--- src/rtl/edge_bitmap_pkg.sv ---
// Shared definitions for the edge-bitmap path: geometry defaults, packer state
// encoding and the frame ready/ack handshake seen by the contour tracer.
package edge_bitmap_pkg;

   localparam int ROW_BITS_DEF   = 1024;
   localparam int ADDR_W_DEF     = 10;
   localparam int FRAME_ROWS_DEF = 768;

   typedef enum logic [1:0] {
      ST_IDLE = 2'd0,
      ST_FILL = 2'd1,
      ST_HOLD = 2'd2
   } pack_state_t;

   // Producer raises ready once the whole frame is in BRAM; the tracer's ack
   // only counts while ready is high, and releases the frame back to the packer.
   typedef struct packed {
      logic ready;
      logic ack;
   } frame_hs_t;

   function automatic logic hs_release(input frame_hs_t hs);
      return hs.ready & hs.ack;
   endfunction

endpackage

--- src/rtl/edge_row_packer.sv ---
// Packs a 1-bit edge-pixel stream into ROW_BITS-wide bitmap rows, writes one
// row per BRAM word and holds each completed frame until the tracer acks it.
module edge_row_packer
   import edge_bitmap_pkg::*;
#(
   parameter int ROW_BITS   = ROW_BITS_DEF,
   parameter int ADDR_W     = ADDR_W_DEF,
   parameter int FRAME_ROWS = FRAME_ROWS_DEF
)(
   input  logic                clk,
   input  logic                rst_n,
   input  logic                pix_valid,
   input  logic                pix_edge,
   input  logic                pix_sof,
   input  logic                frame_ack,
   output logic                bram_en,
   output logic                bram_we,
   output logic [ADDR_W-1:0]   bram_addr,
   output logic [ROW_BITS-1:0] bram_din,
   output logic                frame_ready,
   output logic                frame_abort,
   output logic                drop_err
);

   localparam int                COL_W    = (ROW_BITS > 1) ? $clog2(ROW_BITS) : 1;
   localparam logic [COL_W-1:0]  LAST_COL = COL_W'(ROW_BITS - 1);
   localparam logic [ADDR_W-1:0] LAST_ROW = ADDR_W'(FRAME_ROWS - 1);

   pack_state_t         state;
   pack_state_t         state_nxt;
   logic [COL_W-1:0]    col;
   logic [ADDR_W-1:0]   row;
   logic [ROW_BITS-1:0] row_buf;

   logic                accept;
   logic                abort_now;
   logic                row_done;
   logic                frame_done;
   logic [COL_W-1:0]    acc_col;
   logic [ADDR_W-1:0]   acc_row;
   logic [ROW_BITS-1:0] merged_row;

   always_ff @(posedge clk) begin
      if (!rst_n) begin
         state <= ST_IDLE;
      end else begin
         state <= state_nxt;
      end
   end

   // An SOF pixel always lands at (0,0); acc_col/acc_row give the position the
   // accepted pixel really occupies so the row-complete test sees SOF first.
   always_comb begin
      state_nxt  = state;
      accept     = 1'b0;
      abort_now  = 1'b0;
      acc_col    = col;
      acc_row    = row;
      case (state)
         ST_IDLE: begin
            if (pix_valid && pix_sof) begin
               accept    = 1'b1;
               acc_col   = '0;
               acc_row   = '0;
               state_nxt = ST_FILL;
            end
         end
         ST_FILL: begin
            if (pix_valid) begin
               accept = 1'b1;
               if (pix_sof) begin
                  acc_col   = '0;
                  acc_row   = '0;
                  abort_now = (row != '0) || (col != '0);
               end
            end
         end
         ST_HOLD: begin
            if (hs_release(frame_hs_t'{ready: frame_ready, ack: frame_ack})) begin
               state_nxt = ST_IDLE;
            end
         end
         default: state_nxt = ST_IDLE;
      endcase

      row_done   = accept && (acc_col == LAST_COL);
      frame_done = row_done && (acc_row == LAST_ROW);
      if (frame_done) begin
         state_nxt = ST_HOLD;
      end

      merged_row          = row_buf;
      merged_row[acc_col] = pix_edge;
   end

   // The output write register is loaded from merged_row, so column 0 of the
   // next row can overwrite row_buf in the very next cycle without a stall.
   always_ff @(posedge clk) begin
      if (!rst_n) begin
         col         <= '0;
         row         <= '0;
         row_buf     <= '0;
         bram_din    <= '0;
         bram_addr   <= '0;
         bram_we     <= 1'b0;
         frame_ready <= 1'b0;
         frame_abort <= 1'b0;
         drop_err    <= 1'b0;
      end else begin
         bram_we     <= row_done;
         frame_abort <= abort_now;
         frame_ready <= (state == ST_HOLD) && (state_nxt == ST_HOLD);
         if ((state == ST_HOLD) && pix_valid) begin
            drop_err <= 1'b1;
         end
         if (accept) begin
            row_buf <= merged_row;
            if (row_done) begin
               bram_din  <= merged_row;
               bram_addr <= acc_row;
               col       <= '0;
               row       <= frame_done ? '0 : acc_row + ADDR_W'(1);
            end else begin
               col <= acc_col + COL_W'(1);
               row <= acc_row;
            end
         end
      end
   end

   assign bram_en = bram_we;

endmodule
--- config.mk ---
export PLATFORM = sky130hd
export DESIGN_NAME = edge_row_packer
export DESIGN_NICKNAME = d
export VERILOG_FILES = /design/src/rtl/edge_bitmap_pkg.sv /design/src/rtl/edge_row_packer.sv
export SDC_FILE = /design/constraint.sdc
export NUM_CORES = 2
export LEC_CHECK = 0
export ABC_AREA = 1
export BUFFER_PORTS_ARGS = -buffer_cell sky130_fd_sc_hd__buf_4
export CORE_UTILIZATION = 45
export DETAILED_ROUTE_END_ITERATION = 6
export PLACE_DENSITY = 0.68
export SETUP_SLACK_MARGIN = 0.5
export SYNTH_ARGS = -nofsm -noshare
export SYNTH_HDL_FRONTEND = slang
export SYNTH_SLANG_ARGS = --single-unit
--- constraint.sdc ---
create_clock -name clk -period 3.4 [get_ports clk]
set_clock_uncertainty 0.2 [all_clocks]
set_input_delay 0.34 -clock clk [delete_from_list [all_inputs] [get_ports clk]]
set_output_delay 0.34 -clock clk [all_outputs]
set_load 0.02 [all_outputs]
==> flow_summary.ini <==
[finish]
postLayoutCellArea_um2 = 110000
num-nets-final = 13300
drive_gt1_share_pct = 13.7
fin_util_pct = 55.4
syn_to_final_growth_pct = 21.8
register_area_um2 = 41700
fillCellCount = 18200
multi_input_area_um2 = 40300

[global_routing]
grtUsageMet2_pct = 50.1
grt_pass1_vias = 83000
antenna_found_initial = 19
grt_pass1_wl_um = 518000
grt_usage_pct = 33.1
grt_start_max_net_pins = 188
met3_usage_pct = 5.90
busiest_layer = met2
grt.met1_usage_pct = 41.5
grt_overflow = 0

[logic_synthesis]
netlist_instances = 12700
synth-seq-cells = 2084
synth_xor_area_share_pct = 0.0389
yosys_warnings = 0
synth_largest_area_cell = dfxtp_1
synth_area_leaders = dfxtp_1, o21ai_0, nor2_1, nand2_1, o21bai_1
synth_mux_area_share_pct = 0
ys_types = 29
synth.avg_cell_area_um2 = 7.12
synth_fa_ha_area_share_pct = 0.0695
syn-num-nets = 12700
ys_seq_area_share_pct = 46.3
synth_simple_gate_area_share_pct = 18.2
synth-compound-area-share_pct = 25.9
asyncSetResetFlopFracSynth_pct = 0
synth_top_family_by_area = compound AO/OA/AOI/OAI gates
synthFlopType = dfxtp_1
synth_area_um2 = 90100
synth-edff-count = 0
yosysTopAreaCellShare_pct = 46.3

[worst_setup_path]
cp.required_ns = 4.03
critical-path-slowest-cell = dfxtp_2
critPathMaxStageDelay_ns = 0.36
path_cells = inv_2, nand3_4, nand2_2, inv_1, ha_1, clkinvlp_4, buf_4, nor2_4, buf_12, buf_12, nand2_1, o21ai_0, nor2_1, nor2_1
crit_fanout = 13
cp_num_buf_inv = 6
cp.arrival_ns = 3.52
path_delay_family = buffers and inverters
worst_setup_path_end_kind = flip-flop
worst_setup_path_start_kind = flip-flop
crit_type = reg -> reg

[route]
wirelength_um = 354000
drt_iter0_drc = 11200
vias = 90700
wl_per_cell_um = 22.0
dr.pass1.iters = 6
drtAntennaViolNets = 0
drc_errors = 0
vias_per_cell = 5.64

[timing]
tightest_slew_ns = 0.934
setup_tns_ns = 0
fin_crit_ns = 2.89
drv_slew = 0
finalHoldViolCount = 0
relSlewSlack_pct = 37.7
fin_crit_sh_pct = 85.0
fmaxAchievable_mhz = 346
rsz0062_at_grt = true
setup_violations = 0

[cts]
clock_path_buffers = 3
cts_tree = done
cts_root_buffer = clkbuf_16
numCtsBuffers = 212
cts.sinks = 2084
cts_htree_levels = 4
clkLatencyLatePin_ns = 0.90
clk_pin_slew_ns = 0.06

[die]
die_y_um = 449
start_util_pct = 45.5
pin_count = 1045
die_x_um = 449
core_um2 = 198000
rows = 163
die_area_um2 = 202000

[placed_design]
gp_congestion = 0.903
placed_area_um2 = 101000
detailed_place_hpwl_um = 222000
port_buffers = 1044

[power]
vdd.ir_drop.worst_uv = 547
p_leak_nw = 51.8
power_density_nw_per_um2 = 501

[outcome]
status = finished, final reports clean

[flow_run]
max_cap_violations = 0

[min_path]
hold_class = in -> reg
state kept, by name, indices dropped and copies added (netlist names):
| register | flops |
|---|---|
| row_buf | 1024 |
| bram_din | 1024 |
| frame_abort | 1 |
| row | 10 |
| col | 10 |
| drop_err | 1 |
| bram_addr | 10 |
| frame_ready | 1 |
| state | 2 |
| bram_en | 1 |
cells by family after synthesis:
family                     Yosys count
AOI/OAI and AO/OA                 4148
and+or+nand+nor                   4334
xor gates and xnor gates             4
DFF                               2084
adders and majority gates            5
buffers and inverters             2081
what timing repair did:
item,CTS,global route
resized for setup,10,69
hold buffers,7,0
endpoints found under the hold margin,129,0
setup buffers,8,25
cloned,0,9
setup endpoints to repair,31,1189
pin swaps,5,6
final timing paths:
check,startpoint,end,slack [ns],cells past startpoint
setup / recovery,state[1],bram_din[390],0.51,14
setup reg to reg,state[1],bram_din[390],0.51,14
hold / removal,frame_ack,frame_ready,0.11,5
hold reg to reg,drop_err,drop_err,0.27,2
cell type report:
| type | instances | area share (%) |
|---|---|---|
| Sequential cell | 2084 | 38.0 |
| Inverter | 1080 | 3.75 |
| Clock inverter | 75 | 1.04 |
| Tap cell | 2640 | 3.01 |
| Antenna cell | 4 | 0.00913 |
| Clock buffer | 316 | 5.65 |
| Timing Repair Buffer | 1391 | 11.8 |
| Multi-Input combinational cell | 8491 | 36.7 |
layer usage:
layer | part of all wire (%) | vias up
met1 | 39 | 42800
met4 | 8.7 | 2
met3 | 9.1 | 1140
li1 | - | 41900
met2 | 44 | 4895
met5 | 0.0034 | -
synth_stat cells (5+ instances only):
master,instances
nand2_1,2124
buf_1,83
inv_2,8
o21bai_1,1024
nand4_1,10
dfxtp_1,2084
o21ai_1,1269
nor2_1,2133
o21ai_0,1824
nand3_1,30
buf_4,22
ha_1,5
buf_2,195
inv_1,1070
buf_6,47
nor2_2,25
a21oi_1,29
clkbuf_1,654
layout by cell type, fill, tap and decap left out, drive strengths merged:
cell type,n
o21ai,3093
nor2,2158
nand2,2126
dfxtp,2084
buf,1376
inv,1080
o21bai,1024
clkbuf,324
clkinv,50
nand3,31
a21oi,29
bufinv,18
nand4,10
clkinvlp,7
dlygate4sd3,7
ha,5
diode,4
xor2,4
nor4,4
nand3b,2
nor3,2
o2111ai,1
or2,1
o31ai,1
metrics by stage:
step	cells	setup slack, ns	total power, mW	hold WS [ns]
2_1_floorplan	12700	0.618	29.5	0.241
3_3_place_gp	15600	0.368	30.5	0.245
3_5_place_dp	15600	0.336	30.7	0.248
4_1_cts	16000	0.503	55.0	0.0222
5_1_grt	16100	0.425	56.7	0.125
6_report	16100	0.509	54.9	0.112
worst min-delay path: stages:
cell and delay [ns]:
dlygate4sd3_1 0.55, buf_4 0.11, nand2_1 0.04, nand3_1 0.08, nor2_1 0.04
where the power goes:
part           internal (mW)  switching (mW)
sequential              25.4           0.480
combinational           1.62            2.85
clock                   14.1            10.5
Power figures use the tool's default switching activity.
